File: src/rtl/alu_op_issue.sv
// alu_op_issue: issue stage in front of the 64-bit ALU.
// Decodes an RV64 instruction word together with its register-file read data
// into an {a, b, ALUop, illegal} entry, and buffers up to two entries between
// decode and execute with valid/ready handshakes on both sides.
//
// Ports:
//   clk, reset          clock and asynchronous active-high reset
//   in_valid/in_ready   input handshake for instr, rs1_data, rs2_data
//   instr               32-bit instruction word
//   rs1_data, rs2_data  register-file read data (DATA_W bits)
//   out_valid/out_ready output handshake for the head entry
//   a, b                ALU operands of the head entry
//   ALUop               4-bit ALU operation of the head entry
//   illegal             head entry holds an unsupported instruction
module alu_op_issue #(
    parameter int unsigned DATA_W = 64,
    parameter int unsigned DEPTH  = 2
) (
    input  logic              clk,
    input  logic              reset,
    input  logic              in_valid,
    output logic              in_ready,
    input  logic [31:0]       instr,
    input  logic [DATA_W-1:0] rs1_data,
    input  logic [DATA_W-1:0] rs2_data,
    output logic              out_valid,
    input  logic              out_ready,
    output logic [DATA_W-1:0] a,
    output logic [DATA_W-1:0] b,
    output logic [3:0]        ALUop,
    output logic              illegal
);

    localparam logic [3:0] ALU_AND = 4'b0000;
    localparam logic [3:0] ALU_OR  = 4'b0001;
    localparam logic [3:0] ALU_ADD = 4'b0010;
    localparam logic [3:0] ALU_SUB = 4'b0110;

    localparam logic [6:0] OPC_REG    = 7'b0110011;
    localparam logic [6:0] OPC_IMM    = 7'b0010011;
    localparam logic [6:0] OPC_LOAD   = 7'b0000011;
    localparam logic [6:0] OPC_STORE  = 7'b0100011;
    localparam logic [6:0] OPC_BRANCH = 7'b1100011;

    typedef struct packed {
        logic [DATA_W-1:0] a;
        logic [DATA_W-1:0] b;
        logic [3:0]        op;
        logic              ill;
    } entry_t;

    // Occupancy of the buffer; the encoding equals the entry count.
    typedef enum logic [1:0] {
        S_EMPTY = 2'd0,
        S_ONE   = 2'd1,
        S_FULL  = 2'd2
    } state_e;

    state_e state_q;
    entry_t head_q;
    entry_t tail_q;
    entry_t new_d;

    logic [6:0]        opcode;
    logic [2:0]        funct3;
    logic [6:0]        funct7;
    logic [DATA_W-1:0] imm_i;
    logic [DATA_W-1:0] imm_s;
    logic [1:0]        count;
    logic              push;
    logic              pop;
    logic              unused_rs1_field;

    assign opcode = instr[6:0];
    assign funct3 = instr[14:12];
    assign funct7 = instr[31:25];
    assign imm_i  = {{(DATA_W-12){instr[31]}}, instr[31:20]};
    assign imm_s  = {{(DATA_W-12){instr[31]}}, instr[31:25], instr[11:7]};

    // Register specifier rs1 is resolved upstream by the register-file read.
    assign unused_rs1_field = ^instr[19:15];

    always_comb begin
        new_d     = '0;
        new_d.ill = 1'b1;
        case (opcode)
            OPC_REG: begin
                if (funct7 == 7'b0000000 && funct3 == 3'b000) begin
                    new_d = '{a: rs1_data, b: rs2_data, op: ALU_ADD, ill: 1'b0};
                end else if (funct7 == 7'b0100000 && funct3 == 3'b000) begin
                    new_d = '{a: rs1_data, b: rs2_data, op: ALU_SUB, ill: 1'b0};
                end else if (funct7 == 7'b0000000 && funct3 == 3'b111) begin
                    new_d = '{a: rs1_data, b: rs2_data, op: ALU_AND, ill: 1'b0};
                end else if (funct7 == 7'b0000000 && funct3 == 3'b110) begin
                    new_d = '{a: rs1_data, b: rs2_data, op: ALU_OR, ill: 1'b0};
                end
            end
            OPC_IMM: begin
                case (funct3)
                    3'b000:  new_d = '{a: rs1_data, b: imm_i, op: ALU_ADD, ill: 1'b0};
                    3'b111:  new_d = '{a: rs1_data, b: imm_i, op: ALU_AND, ill: 1'b0};
                    3'b110:  new_d = '{a: rs1_data, b: imm_i, op: ALU_OR,  ill: 1'b0};
                    default: ;
                endcase
            end
            OPC_LOAD: begin
                if (funct3 == 3'b011) begin
                    new_d = '{a: rs1_data, b: imm_i, op: ALU_ADD, ill: 1'b0};
                end
            end
            OPC_STORE: begin
                if (funct3 == 3'b011) begin
                    new_d = '{a: rs1_data, b: imm_s, op: ALU_ADD, ill: 1'b0};
                end
            end
            OPC_BRANCH: begin
                if (funct3 == 3'b000) begin
                    new_d = '{a: rs1_data, b: rs2_data, op: ALU_SUB, ill: 1'b0};
                end
            end
            default: ;
        endcase
    end

    // in_ready depends on registered occupancy only, never on out_ready.
    assign count     = state_q;
    assign in_ready  = (count != 2'(DEPTH));
    assign out_valid = (state_q != S_EMPTY);
    assign push      = in_valid & in_ready;
    assign pop       = out_ready & out_valid;

    // The head register doubles as the output register, so it keeps its
    // contents when the buffer empties and the outputs hold their last values.
    always_ff @(posedge clk or posedge reset) begin
        if (reset) begin
            state_q <= S_EMPTY;
            head_q  <= '0;
            tail_q  <= '0;
        end else begin
            case (state_q)
                S_EMPTY: begin
                    if (push) begin
                        head_q  <= new_d;
                        state_q <= S_ONE;
                    end
                end
                S_ONE: begin
                    case ({push, pop})
                        2'b10: begin
                            tail_q  <= new_d;
                            state_q <= S_FULL;
                        end
                        2'b01: state_q <= S_EMPTY;
                        2'b11: head_q  <= new_d;
                        default: ;
                    endcase
                end
                S_FULL: begin
                    if (pop) begin
                        head_q  <= tail_q;
                        state_q <= S_ONE;
                    end
                end
                default: state_q <= S_EMPTY;
            endcase
        end
    end

    assign a       = head_q.a;
    assign b       = head_q.b;
    assign ALUop   = head_q.op;
    assign illegal = head_q.ill;

endmodule

File: config.mk
export PLATFORM = sky130hd
export DESIGN_NAME = alu_op_issue
export DESIGN_NICKNAME = d
export VERILOG_FILES = /design/src/rtl/alu_op_issue.sv
export SDC_FILE = /design/constraint.sdc
export NUM_CORES = 1
export LEC_CHECK = 0
export CORE_MARGIN = 3
export CORE_UTILIZATION = 31
export CTS_CLUSTER_DIAMETER = 40
export DETAILED_ROUTE_END_ITERATION = 6
export SLEW_MARGIN = 20
export SYNTH_ARGS = -nofsm -noshare
export SYNTH_HDL_FRONTEND = slang
export SYNTH_SLANG_ARGS = --single-unit
File: constraint.sdc
create_clock -name clk -period 11 [get_ports clk]
set_input_delay 2.2 -clock clk [delete_from_list [all_inputs] [get_ports clk]]
set_output_delay 2.2 -clock clk [all_outputs]
set_load 0.02 [all_outputs]
# Word-level counts from Yosys, hierarchy flattened
# Cells that the tools add are included.
# totals
reg_bits	268
latchBits	0
ramBits	0
mem_bits_ro	0
inputBits	164
out_inout_bits	135
wordCells	59
mem_count	0
# op_classes
add_sub_neg	0
multipliers	0
n_div	0
order_cmp	0
eq_ne	19
shift	0
mux	17
bitwise_logic	2
n_reduce_logical	12
# ops
op	n
$mux 133	10
$pmux 133 s3	2
$pmux 133 s5	1
$eq 7x6->1 const B	3
$eq 7x2->1 const B	1
$eq 7x5->1 const B	1
$eq 7x7->1 const B	1
$logic_not 7->1	1
$eq 2x2->1 const B	3
$eq 3x3->1 const B	2
$ne 2x2->1 const B	3
$pmux 2 s3	1
$eq 2x1->1 const B	2
$logic_and 1x1->1	4
$mux 2	2
$pmux 2 s2	1
$reduce_and 4->1	1
$eq 3x2->1 const B	1
$logic_not 3->1	1
$ne 3x2->1 const B	1
$reduce_and 3->1	1
$reduce_bool 3->1	1
$and 1x1->1	2
$logic_not 2->1	1
other kinds (3)	3

# Logic depth before layout (Yosys ltp)
# logic_depth
ltp_word	9
depth_mapped	8
ltp_nobuf	5

# Worst setup path after synthesis
# OpenSTA, ideal clock, no wires.
# synth_path
path_type	input-to-reg
start	input instr[5]
end	register head_q, in the netlist b[11]
setup_ns	0.087
t_arrival_ns	3.728
t_required_ns	10.913
path_slack_ns	7.185
path_stages	7
path_buffers	2
path_cell_list	clkbuf_1 > or4b_1 > o211a_1 > nor3b_2 > nor2_1 > buf_2 > a211oi_2
# synth_via
elab_chain_len	4
word_cells_on_any_way	9
cone_classes	5 x eq/ne; 4 x mux
# synth_rtl
item	line_no	rtl
start, declared	23	input logic [31:0] instr,
$eq 7x7->1, or another cell as far along	86	case (opcode)
$pmux 133 s5 *	86	
$mux 133, on equally long branches	148, 142	
$pmux 133 s3 *	140	case (state_q)
end signal, assigned	143	head_q <= new_d;
end signal, assigned	154	2'b11: head_q <= new_d;
end signal, assigned	160	head_q <= tail_q;
end, declared	60	entry_t head_q;
# Mark *: on every way between the ends. The rest lies on a longest branch, timed or not. The select of a mux whose other input is x is not followed.
# A chain may end at the register's enable or synchronous reset.

# Worst setup path in the final report
# layout_path
start	input instr[3]
end	register tail_q[108] (netlist name)
# layout_via
elab_chain_len	2
word_cells_on_any_way	6
cone_classes	5 x eq/ne; 1 x mux
# layout_rtl
item	line_no	rtl
$eq 7x7->1, or another cell as far along	86	
$pmux 133 s5 *	86	
end signal, assigned	150	tail_q <= new_d;
end, declared	61	entry_t tail_q;
# Mark *: on every way between the ends. The rest lies on a longest branch, timed or not.

==> results.yml <==
clock_tree:
  clock_latency_ns: 0.55
  htreeDepth: 2
  cts.repair.resized: 0
  cts_root_buffer: "sky130_fd_sc_hd__clkbuf_16"
  cts_tree: "yes"
  cts_max_path_buffers: 3
  cts_post_setup_buffers_inserted: 0
  post_cts_hold_buffer_count: 0
  clock_sinks: 266
  cts.clk_slew.worst_paths_ns: 0.05
  cts_buffers: 48
grt:
  antenna_found_initial: 3
  grt_util_all_layers_pct: 18.7
  grt_max_degree: 136
  total_congestion_overflow_after_global_routing: 0
  grt_first_pass_wirelength_mm: 63.6
  vias_in_the_first_global_route: 11300
timing:
  worst_hold_slack_ns: 0.474
  max-slew-margin-rel_pct: 27.3
  timing.clock.skew_ns: 0.0116
  grt_setup_unrepaired: "no"
  worst_pin_slew_ns: 1.09
  final.min_clock_period_ns: 4.93
  achievable-frequency_mhz: 203
  final_cycle_utilization_of_the_critical_path_pct: 44.8
  finalSetupViolations: 0
  timing.final.hold_violations: 0
  final-max-slew-violation-count: 0
  timing.setup.tns_ns: 0
route:
  avgViaCountPerCell: 5.25
  route.antenna.remaining_nets: 0
  routedLengthMet1_mm: 17.4
  number_of_violations_reported_at_the_end_of_detailed_routing_iteration_0: 635
  post_drt_wl_per_cell_um: 19.1
  route.final.wire_length_mm: 40.0
  met2_wirelength_mm: 18.6
  met3RoutedLength_mm: 3.44
  via_count: 11000
  dr.max_layer_used: "met5"
  first_pass_iters: 5
  route.detailed.drc: 0
yosys:
  postSynthCellCount: 1305
  postSynthRegisterBits: 266
  synth_area_leaders: "sky130_fd_sc_hd__dfrtp_1 54%, sky130_fd_sc_hd__nand2_1 6.2%, sky130_fd_sc_hd__nand3_1 5.3%"
  yosysSeqAreaShare_pct: 54.2
  synth-edff-count: 0
  avgSynthCellArea_um2: 9.41
  synth-warning-count: 0
  synth.lib_cells_used.distinct: 54
  syn-cell-area_um2: 12300
  share_of_async_settable_or_async_resettable_flops_after_synthesis_pct: 100
  synth.top_cell.area_share_pct: 54.2
  yosys.area.top_type: "sky130_fd_sc_hd__dfrtp_1"
  synth_top_flop_cell: "sky130_fd_sc_hd__dfrtp_1"
  syn_nets: 1469
floorplanning:
  io_pins: 299
  initial_core_util_pct: 31.5
  floorplan.die_area_um2: 42000
  row_count: 72
  dieWidth_um: 205
  die_h_um: 205
  standard_cell_core_area_um2: 38900
cells_and_area:
  post_route_cells_drive_above_1_share_pct: 9.94
  final_net_count: 1704
  mostFrequentLayoutCell: "sky130_fd_sc_hd__clkdlybuf4s50_1"
  antenna_cells: 0
  area_growth_syn_to_layout_pct: 40.8
  most-common-layout-cells: "292 x sky130_fd_sc_hd__clkdlybuf4s50_1, 266 x sky130_fd_sc_hd__dfrtp_1, 200 x sky130_fd_sc_hd__nand2_1"
  nFillCells: 3740
place:
  place_congestion: 0.832
  numPortBuffers: 292
  dp_hpwl_mm: 23.0
pwr:
  power_per_cell_area_nw_per_um2: 203
  static-leakage-power_nw: 6.58
  irDropWorstVdd_uv: 96.9
setup_path:
  rr_startpoint: "count[1]"
  critical_path_class: "primary input to flop"
  startpoint_kind_of_the_worst_setup_timing_path: "primary input"
  setup.worst_path.start: "instr[3]"
  timing.critical_path.to_type: "flop"
  worst_ep_arrival_time_ns: 5.38
  timing.reg2reg.worst_path_depth: 5
  critPathMaxFanout: 67
  worst_ep_required_time_ns: 11.45
hold_path:
  holdCritStartpoint: "tail_q[131]"
  worst_hold_path_cell_count: 2
  worstHoldPathType: "flop to flop"
status:
  run_status: "complete, no violations"
job:
  max-cap-violations: 0
## metal layers
metal	global-route usage (%)	vias to the layer above
li1	-	5188
met1	25.1	5405
met2	29.7	365
met3	6.37	55
met4	3.91	6
met5	0	-
## stage by stage
stage	std cells	setup WS [ns]	area (um2)	utilization [%]	total power, mW
6_report	2098	6.07	17300	44.4	3.51
5_1_grt	2098	5.88	17300	44.4	3.68
4_1_cts	2098	6.07	17300	44.4	3.56
3_5_place_dp	2008	5.49	15500	39.9	1.93
3_3_place_gp	2008	5.58	15500	39.9	1.91
2_1_floorplan	1305	1.47	12300	-	1.62
## path summary, 6_finish.rpt
kind | to | slack, ns
setup / recovery | tail_q[108] | 6.07
hold / removal | tail_q[131] | 0.47
setup reg to reg | b[44] | 8.23
hold reg to reg | tail_q[131] | 0.47
max in group asynchronous | a[62] | 7.38
min in group asynchronous | b[22] | 2.19
## cells in the mapped netlist, types with 7 or more instances
| master | instances |
|---|---|
| sky130_fd_sc_hd__dfrtp_1 | 266 |
| sky130_fd_sc_hd__nand2_1 | 202 |
| sky130_fd_sc_hd__nand3_1 | 130 |
| sky130_fd_sc_hd__nor3_1 | 115 |
| sky130_fd_sc_hd__nor2_1 | 96 |
| sky130_fd_sc_hd__clkbuf_1 | 85 |
| sky130_fd_sc_hd__a21oi_1 | 76 |
| sky130_fd_sc_hd__o211ai_1 | 65 |
| sky130_fd_sc_hd__o31ai_1 | 65 |
| sky130_fd_sc_hd__a211oi_2 | 31 |
| sky130_fd_sc_hd__buf_2 | 29 |
| sky130_fd_sc_hd__a211oi_1 | 28 |
| sky130_fd_sc_hd__o21ai_0 | 17 |
| sky130_fd_sc_hd__a31oi_1 | 12 |
| sky130_fd_sc_hd__inv_1 | 9 |
| sky130_fd_sc_hd__a21o_1 | 7 |
## registers in the layout, indices dropped and copies added (netlist names)
signal	cells
ALUop	3
a	64
b	64
count	2
illegal	1
tail_q	132
## layout make-up
cell class | count | area, um2 | share of cell area [%]
sequential | 266 | 6660 | 38.5
multi-input combinational | 906 | 5110 | 29.6
timing repair buffer | 308 | 3060 | 17.7
clock buffer | 58 | 1340 | 7.76
tap | 518 | 648 | 3.75
clock inverter | 32 | 425 | 2.46
inverter | 10 | 45.0 | 0.261
## worst max-delay path, cell delays in order
cell	delay [ns]
sky130_fd_sc_hd__clkdlybuf4s50_1	0.41
sky130_fd_sc_hd__and4bb_2	0.28
sky130_fd_sc_hd__buf_4	0.61
sky130_fd_sc_hd__nand2b_1	0.43
sky130_fd_sc_hd__nor2_4	0.56
sky130_fd_sc_hd__nor2_4	0.06
sky130_fd_sc_hd__buf_4	0.39
sky130_fd_sc_hd__o31ai_1	0.36
## where the power goes
part | internal (mW) | total (mW) | switching [mW]
Sequential | 1.14 | 1.23 | 0.0902
Clock | 1.05 | 1.60 | 0.551
Combinational | 0.290 | 0.679 | 0.389
Total | 2.48 | 3.51 | 1.03
## logic make-up (layout without fill, tap and decap cells)
family | count (synthesis) | in the layout | share of synthesized area, %
AOI/OAI and AO/OA | 331 | 331 | 19.8
and+or+nand+nor | 574 | 574 | 21.2
other | 1 | 1 | 0.0305
DFF | 266 | 266 | 54.2
buffers and inverters | 133 | 408 | 4.76
(Power assumes the default switching activity.)
